==> config.mk <==
export PLATFORM = sky130hd
export DESIGN_NAME = rle_zrl_suppress
export DESIGN_NICKNAME = d
export VERILOG_FILES = /design/src/rtl/rle_zrl_suppress.sv
export SDC_FILE = /design/constraint.sdc
export NUM_CORES = 1
export LEC_CHECK = 0
export CORE_MARGIN = 5
export CORE_UTILIZATION = 45
export DETAILED_ROUTE_END_ITERATION = 7
export PLACE_DENSITY = 0.72
export SLEW_MARGIN = 25
export SYNTH_ARGS = -nofsm -noshare
export SYNTH_HDL_FRONTEND = slang
export SYNTH_SLANG_ARGS = --single-unit
==> constraint.sdc <==
create_clock -name clk -period 2.6 [get_ports clk]
set_input_delay 0.78 -clock clk [delete_from_list [all_inputs] [get_ports clk]]
set_output_delay 0.78 -clock clk [all_outputs]
set_load 0.05 [all_outputs]
==> src/rtl/rle_zrl_suppress.sv <==
// rle_zrl_suppress: holds up to DEPTH ZRL tokens, dropping them at EOB and replaying them ahead of the next DATA token
module rle_zrl_suppress #(
  parameter int SIZE_W      = 4,
  parameter int AMP_W       = 12,
  parameter int DEPTH       = 3,
  parameter int CNT_W       = 16,
  parameter int SUPPRESS_EN = 1
) (
  input  logic              clk,
  input  logic              rst,
  input  logic              in_valid,
  output logic              in_ready,
  input  logic [3:0]        in_run,
  input  logic [SIZE_W-1:0] in_size,
  input  logic [AMP_W-1:0]  in_amp,
  output logic              out_valid,
  input  logic              out_ready,
  output logic [3:0]        out_run,
  output logic [SIZE_W-1:0] out_size,
  output logic [AMP_W-1:0]  out_amp,
  output logic [CNT_W-1:0]  zrl_dropped
);
  localparam int ZW = $clog2(DEPTH + 1);
  localparam logic S_IDLE  = 1'b0;
  localparam logic S_FLUSH = 1'b1;
  localparam logic [ZW-1:0] ZMAX = ZW'(DEPTH);
  logic              r_state, r_valid;
  logic [3:0]        r_run, r_h_run;
  logic [SIZE_W-1:0] r_size, r_h_size;
  logic [AMP_W-1:0]  r_amp, r_h_amp;
  logic [ZW-1:0]     r_zcnt;
  logic [CNT_W-1:0]  r_drop;
  logic              w_free, w_acc, w_zrl, w_eob, w_ld, w_hold_en, w_state_n;
  logic [3:0]        w_ld_run;
  logic [SIZE_W-1:0] w_ld_size;
  logic [AMP_W-1:0]  w_ld_amp;
  logic [ZW-1:0]     w_zcnt_n;
  logic [CNT_W-1:0]  w_drop_n;
  logic [CNT_W:0]    w_sum;
  assign w_free      = !r_valid | out_ready;
  assign in_ready    = (r_state == S_IDLE) & w_free;
  assign w_acc       = in_valid & in_ready;
  assign w_zrl       = (in_run == 4'd15) & (in_size == '0);
  assign w_eob       = (in_run == 4'd0) & (in_size == '0);
  assign w_sum       = {1'b0, r_drop} + (CNT_W+1)'(r_zcnt);
  assign out_valid   = r_valid;
  assign out_run     = r_run;
  assign out_size    = r_size;
  assign out_amp     = r_amp;
  assign zrl_dropped = r_drop;
  always_comb begin
    w_ld      = 1'b0;
    w_ld_run  = in_run;
    w_ld_size = in_size;
    w_ld_amp  = in_amp;
    w_zcnt_n  = r_zcnt;
    w_state_n = r_state;
    w_hold_en = 1'b0;
    w_drop_n  = r_drop;
    if (SUPPRESS_EN == 0) begin
      w_ld = w_acc;
    end else if (r_state == S_FLUSH) begin
      // replay remaining held ZRLs, then the parked DATA token
      w_ld = w_free;
      if (r_zcnt != '0) begin
        w_ld_run  = 4'd15;
        w_ld_size = '0;
        w_ld_amp  = '0;
        w_zcnt_n  = w_free ? r_zcnt - ZW'(1) : r_zcnt;
      end else begin
        w_ld_run  = r_h_run;
        w_ld_size = r_h_size;
        w_ld_amp  = r_h_amp;
        w_state_n = w_free ? S_IDLE : S_FLUSH;
      end
    end else if (w_acc) begin
      if (w_zrl) begin
        w_ld     = (r_zcnt == ZMAX);
        w_zcnt_n = (r_zcnt < ZMAX) ? r_zcnt + ZW'(1) : r_zcnt;
      end else if (w_eob) begin
        w_ld     = 1'b1;
        w_zcnt_n = '0;
        w_drop_n = w_sum[CNT_W] ? '1 : w_sum[CNT_W-1:0];
      end else if (r_zcnt == '0) begin
        w_ld = 1'b1;
      end else begin
        w_ld      = 1'b1;
        w_ld_run  = 4'd15;
        w_ld_size = '0;
        w_ld_amp  = '0;
        w_zcnt_n  = r_zcnt - ZW'(1);
        w_hold_en = 1'b1;
        w_state_n = S_FLUSH;
      end
    end
  end
  always_ff @(posedge clk or posedge rst) begin
    if (rst) begin
      r_state  <= S_IDLE;
      r_valid  <= 1'b0;
      r_run    <= '0;
      r_size   <= '0;
      r_amp    <= '0;
      r_h_run  <= '0;
      r_h_size <= '0;
      r_h_amp  <= '0;
      r_zcnt   <= '0;
      r_drop   <= '0;
    end else begin
      if (w_ld) begin
        r_valid <= 1'b1;
        r_run   <= w_ld_run;
        r_size  <= w_ld_size;
        r_amp   <= w_ld_amp;
      end else if (out_ready) begin
        r_valid <= 1'b0;
      end
      if (w_hold_en) begin
        r_h_run  <= in_run;
        r_h_size <= in_size;
        r_h_amp  <= in_amp;
      end
      r_zcnt  <= w_zcnt_n;
      r_state <= w_state_n;
      r_drop  <= w_drop_n;
    end
  end
endmodule
### After elaboration in Yosys (flattened, before gate mapping)

Cells that the tools add are included.

* bits of input ports: 24
* memory bits (writable): 0
* memories kept: 0
* bits in latches: 0
* bits in read-only memories: 0
* output and inout bits: 38
* word-level logic and storage cells: 76
* bits in registers: 60

* shift operators: 0
* divide/modulo/power cells: 0
* eq/ne operators: 6
* bitwise logic cells: 7
* muxes and demuxes: 40
* reduce and logical (&&, ||, !) cells: 9
* $add $sub $neg: 3
* $lt $le $gt $ge: 1
* multiply operators: 0

Operator list (count)
* 12-bit 2-to-1 mux: 6
* 4-bit 2-to-1 mux: 12
* 16-bit by 2-bit adder with 17-bit output: 1
* 16-bit 2-to-1 mux: 1
* 2-bit 2-to-1 mux: 8
* 1-bit 2-to-1 mux: 13
* 4-bit logical NOT: 2
* 2-bit nonzero test: 3
* 5-bit AND reduction: 1
* 1-bit AND: 4
* 4-bit equality test, second input constant: 1
* 2-bit by 1-bit != test with 1-bit output, second input constant: 2
* 4-bit != test, second input constant: 1
* 4-bit AND reduction: 1
* 3-bit by 2-bit != test with 1-bit output, second input constant: 1
* 2-bit by 1-bit adder with 2-bit output, second input constant: 1
* 2-bit equality test, second input constant: 1
* 2-bit logical NOT: 1
* 2-bit < comparator, second input constant: 1
* 1-bit inverter: 2
* 2-bit by 1-bit subtractor with 2-bit output, second input constant: 1
* 1-bit logical NOT: 1
* 1-bit OR: 1

### Depth between registers and ports, before layout

Gate-level depths: netlist (run 1).

* depth in word-level cells: 7
* gate-level depth with buffers: 8
* mapped depth without buffers: 7

### Worst setup path before layout (run 1)

OpenSTA, ideal clock, no wires.

* path type: input port to flip-flop
* from: input out_ready
* to: register r_drop[10] (netlist: zrl_dropped[10])
* path buffers: 0
* data required time: 2.475 ns
* setup slack: 0.199 ns
* library setup time: 0.125 ns
* arrival time: 2.276 ns
* cell stages on the path: 5
* path through: nor2b_1 nor2_1 nand4_1 nor2_1 mux2_2

* cells in the longest elaborated chain, start to end: 4

RTL lines
* start, declared: RTL line 17 `input logic out_ready,`
* 1-bit OR: RTL line 40 `assign w_free = !r_valid | out_ready;`
* 1-bit AND: RTL line 41 `assign in_ready = (r_state == S_IDLE) & w_free;`
* named net in_ready: RTL line 12 `output logic in_ready,`
* 1-bit AND: RTL line 42 `assign w_acc = in_valid & in_ready;`
* 4-bit AND reduction (no line)
* end signal, assigned: RTL line 125 `r_drop <= w_drop_n;`
* end, declared: RTL line 32 `logic [CNT_W-1:0] r_drop;`

The timed path passes the listed nets, and every way through them passes these cells.
A chain may end at the register's enable or synchronous reset.

### Worst setup path after layout (run 1)

* from: input out_ready
* to: output in_ready

* cells in the longest elaborated chain, start to end: 2

RTL lines (RTL line)
* 1-bit OR: 40
* 1-bit AND: 41
* end, declared: 12

No other way between the ends.

==> results.tsv, run 1 <==
metric	value	unit
status	finished clean	
total global-route track usage	17.4	%
final clock skew	0.0112	ns
Final Cycle Share	97.4	%
H-tree Lvls	3	
DR vias/cell	5.42	
CTS Sinks	60	
Antenna Nets Post-Route	0	
Synth Register Bits	60	
Leakage Power	1.75	nW
ANT cells	0	
IO Pins	62	
via count	2399	
Final Core Density	64.3	%
Die Ht	90.2	um
worst setup margin	0.0673	ns
CTS tree	done	
Cells after Synth	271	
Starting DRT DRC Count	164	
CP required	1.82	ns
Setup crit end kind	output port	
Max IR drop VDD	0.724	mV
Top FF cell, synth	dfrtp_1	
dpl cell area	0.00383	mm^2
combinational share of power	43.8	%
maxcap violations	0	
register area share after synthesis	51.9	%
Worst Path Class, Setup	in -> out	
vias in the first global route	2371	
share of cells above drive strength 1	22.1	%
wire per inst	15.2	um
Fillers	516	
Int Power	2.60	mW
post-synth top area share	51.9	%
Core Rows	29	
first-pass GRT wire length	11600	um
Multi-input gate area	0.00130	mm^2
Clock Pin Slew Worst Setup and Hold Paths	0.08	ns
drt first pass iters	4	
largest net degree at the start of global routing	41	
final hold viol count	0	
clock buffer depth	2	
Final TNS setup	0	ns
Clock Latency Late Sink	0.34	ns
sw frac	39.6	%
postcts setup bufs	0	
Initial Util	45.8	%
fin. max-slew vios	0	
DP Worst Slack	-0.317	ns
post-synth top area cell	dfrtp_1	
endpoints failing setup	0	
crit-path max FO	3	
Peak Freq	0.395	GHz
DRC viols	0	
asr flop ratio synth	100	%
Worst-Margin Slew	0.565	ns
share of total power in the clock network	21.8	%
CP arrival	1.75	ns
power density over cell area	1060	mW/mm^2
Overflow after GRT	0	
nets@finish	390	
DPL Wire Length	4830	um
Startpoint Class	input pin	
Psw	1.71	mW
Die ar.	0.00813	mm^2
Post-synth EDFFs	0	
Post-CTS Resized	0	
most common cell in the netlist	dfrtp_1	
Die W	90.2	um
CTS root buf	clkbuf_8	
syn_area_per_cell	10.7	um^2
Synth Cell Area	0.00289	mm^2
type of the most critical hold path	reg -> reg	
initial antenna violation count	0	
top post-synthesis cells by count	dfrtp_1 (60), nand2_1 (35), mux2_2 (24), o21ai_0 (22), a22oi_1 (16)	
Hold Buf Count CTS	0	
WL final	6720	um
TritonCTS Buffers	9	
syn_nets	300	
Layout area overhead	40.5	%
routability cong.	0.880	
FF+latch area	0.00150	mm^2
Unique masters post-synth	44	
Slew headroom	62.2	%
design area	0.00406	mm^2
dominant cells by area after synthesis	dfrtp_1 (52%), mux2_2 (9.3%), nand2_1 (4.5%), a22oi_1 (4.2%), o21ai_0 (3.8%)	
sequential fraction of design power	34.4	%
fin crit period	2.53	ns
Yosys warning count	0	
PortBufs	61	
core box area	0.00631	mm^2
==> final timing paths <==
kind                                              from                           to  slack [ns]  cells past startpoint
worst max-delay path                         out_ready                     in_ready        0.07                      5
worst min-delay path            out_amp[2]$_DFFE_PP0P_       out_amp[2]$_DFFE_PP0P_        0.48                      2
worst max register to register   r_zcnt[0]$_DFFE_PP0P_  zrl_dropped[14]$_DFFE_PP0P_        0.43                      7
worst min register to register  out_amp[2]$_DFFE_PP0P_       out_amp[2]$_DFFE_PP0P_        0.48                      2
max in group asynchronous                          rst   zrl_dropped[5]$_DFFE_PP0P_        1.32                      3
min in group asynchronous                          rst       out_amp[0]$_DFFE_PP0P_        0.79                      2
==> power groups by stage <==
stage	registers (mW)	clock network, mW	logic (mW)
2_1_floorplan	1.96	0	0.742
3_3_place_gp	1.48	0	1.86
3_5_place_dp	1.49	0	1.89
4_1_cts	1.48	0.962	1.90
5_1_grt	1.53	1.01	2.02
6_report	1.48	0.941	1.89
==> per-stage QoR <==
step           total power [mW]  cells  hold slack [ns]
3_5_place_dp               3.38    427            0.475
6_report                   4.31    443            0.485
2_1_floorplan              2.70    271            0.480
4_1_cts                    4.35    443            0.492
3_3_place_gp               3.34    427            0.466
5_1_grt                    4.57    443            0.510
==> metal layers <==
layer / share of wire [%] / up-vias / GRT usage, %
li1: - / 1178 / -
met4: 1.1 / 0 / 6.70
met3: 7.0 / 8 / 5.34
met5: 0 / - / 0
met2: 46 / 83 / 26.3
met1: 45 / 1130 / 23.5
==> sequential cells by signal, summed over array words and instances (netlist names) <==
register,count
zrl_dropped,16
r_zcnt,2
r_h_size,4
r_h_run,4
out_valid,1
r_h_amp,12
out_amp,12
r_state,1
out_run,4
out_size,4
==> cells by family (layout without fill, tap and decap cells) <==
family	after synthesis	after routing	synth area share [%]
AOI/OAI and AO/OA	71	71	16.1
DFF	60	60	51.9
muxes	27	27	10.5
and+or+nand+nor	88	88	15.5
buffers and inverters	19	114	3.25
xor gates and xnor gates	1	1	0.303
adders and majority gates	5	5	2.42
==> placed cells by master (no fill, tap or decap), types with 2 or more instances in the layout <==
master	instances
dfrtp_1	60
clkdlybuf4s50_1	58
nand2_1	35
buf_4	25
mux2_2	24
o21ai_0	21
a22oi_1	16
nor2_1	13
clkbuf_8	9
a21oi_1	8
nor3_1	7
nand4_1	6
inv_1	6
nand3_1	6
buf_12	6
nand2b_1	4
a41oi_1	4
o32ai_1	4
ha_1	4
nor2b_1	3
and4_1	3
a31oi_1	3
o21ai_1	3
or4_4	2
or2_2	2
o21a_1	2
and3_1	2
mux2_1	2
bufinv_16	2
inv_6	2
dlymetal6s2s_1	2
==> critical path, cell delays in order <==
cell and delay [ns]:
clkdlybuf4s50_1 0.44, nor2b_1 0.16, nor2_1 0.06, buf_4 0.17, buf_12 0.14
==> cell type report <==
type                            instances  share of cell area [%]
Clock inverter                          7                    2.43
Timing Repair Buffer                   91                    22.5
Tap cell                               77                    2.37
Sequential cell                        60                    37.0
Clock buffer                            9                    3.05
Multi-Input combinational cell        192                    32.1
Inverter                                7                   0.647
(Power assumes the default switching activity.)
==> inputs of run 2 (changes only) <==
Settings changed: CORE_UTILIZATION 45 to 35, PLACE_DENSITY 0.72 to 0.59.
==> run 2 against run 1 <==
Net effect: critical path depth is 1 lower; worst setup slack better by 0.0037 ns; clock power is 10% lower; utilization is 14 points lower; count of clock-buffer cells in the layout is 1 higher; die area is 25% higher; sequential power hardly changed; register-to-register slack hardly changed; sequential share of layout area is 0.068 points higher.
==> results.tsv, run 2 (synthesized netlist as in run 1, its figures left out) <==
metric	value	unit	change
status	finished clean		unchanged
cell depth of the worst hold path	2		unchanged
Slew headroom	64.6	%	was 62.2%
share of cells above drive strength 1	22.1	%	unchanged
largest stage delay on the critical path	0.49	ns	was 0.44 ns
DPL Wire Length	5010	um	was 4830 um
DR vias/cell	5.02		was 5.42
CTS Sinks	60		unchanged
commonest cells after routing, fill and taps aside	clkdlybuf4s50_1 (60), dfrtp_1 (60), nand2_1 (35), buf_4 (26), mux2_2 (24)		was dfrtp_1 (60), clkdlybuf4s50_1 (58), nand2_1 (35), buf_4 (25), mux2_2 (24)
Final Cycle Share	97.3	%	was 97.4%
CP required	1.82	ns	about the same
total global-route track usage	14.4	%	was 17.4%
Layout area overhead	40.2	%	was 40.5%
CTS root buf	clkbuf_8		unchanged
maxcap violations	0		unchanged
Die ar.	0.0102	mm^2	was 0.00813 mm^2
Setup crit end kind	output port		unchanged
CP arrival	1.75	ns	about the same
IO Pins	62		unchanged
TritonCTS Buffers	9		unchanged
Die Ht	101	um	was 90.2 um
type of the most critical hold path	reg -> reg		unchanged
WL final	6880	um	was 6720 um
Max IR drop VDD	0.830	mV	was 0.724 mV
crit-path max FO	3		unchanged
Clock Latency Late Sink	0.34	ns	about the same
RSZ-0062 raised after global routing	false		
cells along the critical path	clkdlybuf4s50_1 > nor2b_1 > nor2_2 > buf_12		was clkdlybuf4s50_1 > nor2b_1 > nor2_1 > buf_4 > buf_12
endpoints failing setup	0		unchanged
worst reg2reg path depth	7		unchanged
nets@finish	390		unchanged
max reg flops	16		unchanged
H-tree Lvls	3		unchanged
vias in the first global route	2366		was 2371
Hold Buf Count CTS	0		unchanged
CTS tree	done		unchanged
Peak Freq	0.395	GHz	about the same
ANT cells	0		unchanged
worst hold slack	0.480	ns	was 0.485 ns
final clock skew	0.00625	ns	was 0.0112 ns
via count	2366		was 2399
Antenna Nets Post-Route	0		unchanged
drt first pass iters	4		unchanged
Final Core Density	49.9	%	was 64.3%
Worst Path Class, Setup	in -> out		unchanged
wire per inst	14.6	um	was 15.2 um
Worst-Margin Slew	0.529	ns	was 0.565 ns
DRC viols	0		unchanged
largest net degree at the start of global routing	61		was 41
Final Non-Filler Cells	471		was 443
Initial Util	35.5	%	was 45.8%
fin. max-slew vios	0		unchanged
Startpoint Class	input pin		unchanged
routability cong.	0.785		was 0.880
Clock Pin Slew Worst Setup and Hold Paths	0.07	ns	was 0.08 ns
PortBufs	61		unchanged
design area	0.00406	mm^2	about the same
dpl cell area	0.00385	mm^2	was 0.00383 mm^2
Core Rows	33		was 29
Power Total	4.19	mW	was 4.31 mW
final hold viol count	0		unchanged
Overflow after GRT	0		unchanged
Slowest-stage cell, CP	clkdlybuf4s50_1		unchanged
first-pass GRT wire length	11600	um	about the same
Leakage Power	1.71	nW	was 1.75 nW
dpl cells	455		was 427
fin crit period	2.53	ns	about the same
Starting DRT DRC Count	95		was 164
power density over cell area	1030	mW/mm^2	was 1060 mW/mm^2
initial antenna violation count	0		unchanged
clock buffer depth	2		unchanged
core box area	0.00813	mm^2	was 0.00631 mm^2
Die W	101	um	was 90.2 um
run 2: power breakdown:
group          switching, mW  internal, mW
combinational           1.08         0.787
sequential             0.210          1.27
clock                  0.377         0.466
run 2: critical path: cells and delay by family:
family | cells | cell delay [ns]
AND/OR/NAND/NOR | 2 | 0.29
buffers and inverters | 2 | 0.66
run 2: timing repair:
item,CTS,global route
setup endpoints to repair,1,0
setup buffers,0,0
hold endpoints to repair,0,0
gates resized for setup,1,0
run 2: per-layer routing:
| layer | wire length [um] | global-route usage [%] | part of all wire, % |
|---|---|---|---|
| met5 | 0 | 0 | 0 |
| met4 | 77 | 5.21 | 1.1 |
| met3 | 278 | 3.81 | 4.0 |
| met2 | 3360 | 22.8 | 49 |
| met1 | 3160 | 18.9 | 46 |
run 2: final cells by class:
| type | instances | area [um^2] |
|---|---|---|
| Clock buffer | 10 | 138 |
| Clock inverter | 6 | 63.8 |
| Fill cell | 774 | 4080 |
| Inverter | 7 | 26.3 |
| Multi-Input combinational cell | 192 | 1300 |
| Sequential cell | 60 | 1500 |
| Tap cell | 105 | 131 |
| Timing Repair Buffer | 91 | 896 |
run 2: metrics by stage:
step | worst slack (ns) | TNS [ns]
after floorplan | 0.199 | 0
after global placement | -0.269 | -11.59
after detailed placement | -0.280 | -12.36
after CTS | 0.0747 | 0
after global routing | 0.0141 | 0
final | 0.0710 | 0
run 2: path summary, 6_finish.rpt:
check / start / end / slack [ns]
setup / recovery: out_ready / in_ready / 0.07
hold / removal: out_amp[3]$_DFFE_PP0P_ / out_amp[3]$_DFFE_PP0P_ / 0.48
setup reg to reg: r_zcnt[0]$_DFFE_PP0P_ / zrl_dropped[14]$_DFFE_PP0P_ / 0.42
hold reg to reg: out_amp[3]$_DFFE_PP0P_ / out_amp[3]$_DFFE_PP0P_ / 0.48
max in group asynchronous: rst / r_h_run[3]$_DFFE_PP0P_ / 1.52
min in group asynchronous: rst / out_amp[2]$_DFFE_PP0P_ / 0.83
==> inputs of run 3 (changes only) <==
Settings changed: ABC_AREA set to 1, PLACE_DENSITY 0.59 to 0.57, SKIP_CTS_REPAIR_TIMING set to 1.
==> run 3 against run 2 <==
Net effect: synthesized area up 19%; routed wire length up 27%; critical path depth rose by 2; largest power group unchanged; highest routed layer unchanged.
==> results.tsv, run 3 <==
metric	value	unit	change
via count	3161		was 2366
commonest non-fill, non-tap cell in the layout	nand2_1		
post-synth top area share	43.5	%	was 51.9%
CTS tree	done		unchanged
CP required	1.82	ns	about the same
Starting DRT DRC Count	131		was 95
max reg flops	16		unchanged
Startpoint Class	input pin		unchanged
syn_area_per_cell	7.32	um^2	was 10.7 um^2
DR vias/cell	4.66		was 5.02
Final Core Density	45.6	%	was 49.9%
syn_nets	500		was 300
largest net degree at the start of global routing	61		unchanged
first-pass GRT wire length	15200	um	was 11600 um
compound-gate portion of the synthesized area	6.86	%	was 16.1%
CTS root buf	clkbuf_8		unchanged
Multi-input gate area	0.00166	mm^2	was 0.00130 mm^2
XOR/XNOR share of the synthesized area	0	%	was 0.303%
DPL Wire Length	6420	um	was 5010 um
Top FF cell, synth	dfrtp_1		unchanged
Setup crit end kind	output port		unchanged
Die W	109	um	was 101 um
Simple-Gate Fraction of Synth Area	39.1	%	was 15.5%
final hold viol count	0		unchanged
Initial Util	35.6	%	was 35.5%
H-tree Lvls	3		unchanged
Worst Path Class, Setup	in -> out		unchanged
status	finished clean		unchanged
nets@finish	570		was 390
fin. max-slew vios	0		unchanged
Clock Pin Slew Worst Setup and Hold Paths	0.08	ns	was 0.07 ns
endpoints failing setup	0		unchanged
RSZ-0062 raised after global routing	false		unchanged
Cells after Synth	471		was 271
commonest cells after routing, fill and taps aside	nand2_1 (184), clkdlybuf4s50_1 (60), dfrtp_1 (60), inv_1 (43), nor2_1 (39)		was clkdlybuf4s50_1 (60), dfrtp_1 (60), nand2_1 (35), buf_4 (26), mux2_2 (24)
PortBufs	61		unchanged
Leakage Power	2.23	nW	was 1.71 nW
routability cong.	0.857		was 0.785
Synth Register Bits	60		unchanged
FF-to-FF End	zrl_dropped[12]$_DFFE_PP0P_		was zrl_dropped[14]$_DFFE_PP0P_
ANT cells	0		unchanged
asr flop ratio synth	100	%	unchanged
final clock skew	0.0174	ns	was 0.00625 ns
dominant cells by area after synthesis	dfrtp_1 (44%), nand2_1 (20%), nand3_1 (5.1%), inv_1 (4.8%), nor2_1 (4.2%)		was dfrtp_1 (52%), mux2_2 (9.3%), nand2_1 (4.5%), a22oi_1 (4.2%), o21ai_0 (3.8%)
Final TNS setup	0	ns	unchanged
drt first pass iters	4		unchanged
initial antenna violation count	0		unchanged
Core Rows	36		was 33
IO Pins	62		unchanged
worst reg2reg path depth	12		was 7
Power Total	4.49	mW	was 4.19 mW
Critical path origin	out_ready		unchanged
FF+latch area	0.00150	mm^2	unchanged
post-synth top area cell	dfrtp_1		unchanged
Antenna Nets Post-Route	0		unchanged
design area	0.00442	mm^2	was 0.00406 mm^2
Fillers	984		was 774
Max IR drop VDD	0.515	mV	was 0.830 mV
Psw	2.10	mW	was 1.67 mW
Die ar.	0.0119	mm^2	was 0.0102 mm^2
Unique masters post-synth	31		was 44
Crit path depth	6		was 4
top post-synthesis cells by count	nand2_1 (184), dfrtp_1 (60), inv_1 (44), nor2_1 (39), nand3_1 (35)		was dfrtp_1 (60), nand2_1 (35), mux2_2 (24), o21ai_0 (22), a22oi_1 (16)
Final Cycle Share	96.6	%	was 97.3%
TritonCTS Buffers	9		unchanged
Peak Freq	0.398	GHz	was 0.395 GHz
core box area	0.00968	mm^2	was 0.00813 mm^2
CP bufs+invs	4		was 2
adder-cell share of the synthesized area	2.03	%	was 2.42%
CP endpoint	in_ready		unchanged
clock buffer depth	2		unchanged
combinational share of power	50.0	%	was 44.6%
WL final	8740	um	was 6880 um
Int Power	2.39	mW	was 2.52 mW
wire per inst	12.9	um	was 14.6 um
Post-synth EDFFs	0		unchanged
Worst R2R Setup Slack	0.33	ns	was 0.42 ns
Slew headroom	61.6	%	was 64.6%
Slowest-stage cell, CP	clkdlybuf4s50_1		unchanged
dpl cell area	0.00424	mm^2	was 0.00385 mm^2
CP arrival	1.73	ns	was 1.75 ns
Yosys warning count	0		unchanged
crit-path max FO	3		unchanged
fin crit period	2.51	ns	was 2.53 ns
total global-route track usage	16.0	%	was 14.4%
Synth Cell Area	0.00345	mm^2	was 0.00289 mm^2
register area share after synthesis	43.5	%	was 51.9%
DRC viols	0		unchanged
critical path's top delay family	buffers and inverters		unchanged
CTS Sinks	60		unchanged
Worst-Margin Slew	0.575	ns	was 0.529 ns
most common cell in the netlist	nand2_1		was dfrtp_1
sw frac	46.7	%	was 39.8%
Overflow after GRT	0		unchanged
Die Ht	109	um	was 101 um
sequential fraction of design power	33.1	%	was 35.3%
type of the most critical hold path	reg -> reg		unchanged
RR Startpoint	r_zcnt[0]$_DFFE_PP0P_		unchanged
share of cells above drive strength 1	11.4	%	was 22.1%
Layout area overhead	28.2	%	was 40.2%
cells along the critical path	clkdlybuf4s50_1 > inv_1 > nand2_1 > nand2_1 > inv_1 > buf_12		was clkdlybuf4s50_1 > nor2b_1 > nor2_2 > buf_12
vias in the first global route	3136		was 2366
worst hold slack	0.478	ns	was 0.480 ns
largest stage delay on the critical path	0.45	ns	was 0.49 ns
share of total power in the clock network	16.9	%	was 20.1%
mux cell area share after synthesis	0	%	was 10.5%
power density over cell area	1020	mW/mm^2	was 1030 mW/mm^2
largest family of logic cells by synthesized area	simple AND/OR/NAND/NOR gates		was compound AO/OA/AOI/OAI gates
Clock Latency Late Sink	0.34	ns	about the same
maxcap violations	0		unchanged
run 3: cell count changes after synthesis, sizes merged, moves of 4 or more:
cell	before	now
a41oi	4	0
nand2b	4	0
o32ai	4	0
a22oi	16	0
clkbuf	7	3
nand3	6	37
buf	5	11
nand2	35	203
o21ai	25	38
mux2	26	0
inv	7	46
nor2	13	47
run 3: per-stage QoR:
step	cells	worst slack, ns
2_1_floorplan	471	0.335
3_3_place_gp	663	0.0795
3_5_place_dp	663	0.0883
4_1_cts	679	0.0823
5_1_grt	679	0.0227
6_report	679	0.0890
run 3: cell type report:
cell class | count | area share (%)
clock buffer | 11 | 3.20
clock inverter | 5 | 0.849
inverter | 47 | 4.13
multi-input combinational | 350 | 37.4
sequential | 60 | 34.0
tap | 133 | 3.76
timing repair buffer | 73 | 16.6
run 3: power by group through the flow:
stage	registers, mW	clock network (mW)	logic (mW)
after global placement	1.51	0	2.23
after CTS	1.49	0.783	2.27
after floorplan	1.93	0	1.16
final	1.49	0.759	2.24
after detailed placement	1.50	0	2.26
after global routing	1.53	0.820	2.52
run 3: worst reg2reg max path: cells and delay by family (launching register included):
kind,cells,cell delay [ns]
AO/OA/AOI/OAI,1,0.08
adder cells (fa/ha/maj),2,0.57
AND/OR/NAND/NOR,5,0.64
buffers and inverters,4,0.47
flip-flops,1,0.42
run 3: per-layer routing:
| layer | GRT usage [%] | wire length, um | vias up |
|---|---|---|---|
| met2 | 24.3 | 3840 | 75 |
| met3 | 3.08 | 458 | 6 |
| li1 | - | - | 1611 |
| met4 | 5.25 | 84 | 0 |
| met5 | 0 | 0 | - |
| met1 | 22.9 | 4350 | 1469 |
run 3: worst min-delay path by stage:
| stage | start | end | cells past startpoint |
|---|---|---|---|
| finish | r_h_size[3]$_DFFE_PP0P_ | r_h_size[3]$_DFFE_PP0P_ | 2 |
| global route | out_amp[5]$_DFFE_PP0P_ | out_amp[5]$_DFFE_PP0P_ | 2 |
| detailed placement | r_h_run[3]$_DFFE_PP0P_ | r_h_run[3]$_DFFE_PP0P_ | 2 |
| floorplan | r_h_size[0]$_DFFE_PP0P_ | r_h_size[0]$_DFFE_PP0P_ | 2 |
| global placement | r_h_size[0]$_DFFE_PP0P_ | r_h_size[0]$_DFFE_PP0P_ | 2 |
| CTS | r_h_run[3]$_DFFE_PP0P_ | r_h_run[3]$_DFFE_PP0P_ | 2 |
run 3: cells by family (layout without fill, tap and decap cells):
group | count (synthesis) | count (layout)
AO/OA/AOI/OAI | 46 | 46
adder cells (fa/ha/maj) | 5 | 5
buffers and inverters | 61 | 136
flip-flops | 60 | 60
AND/OR/NAND/NOR | 299 | 299
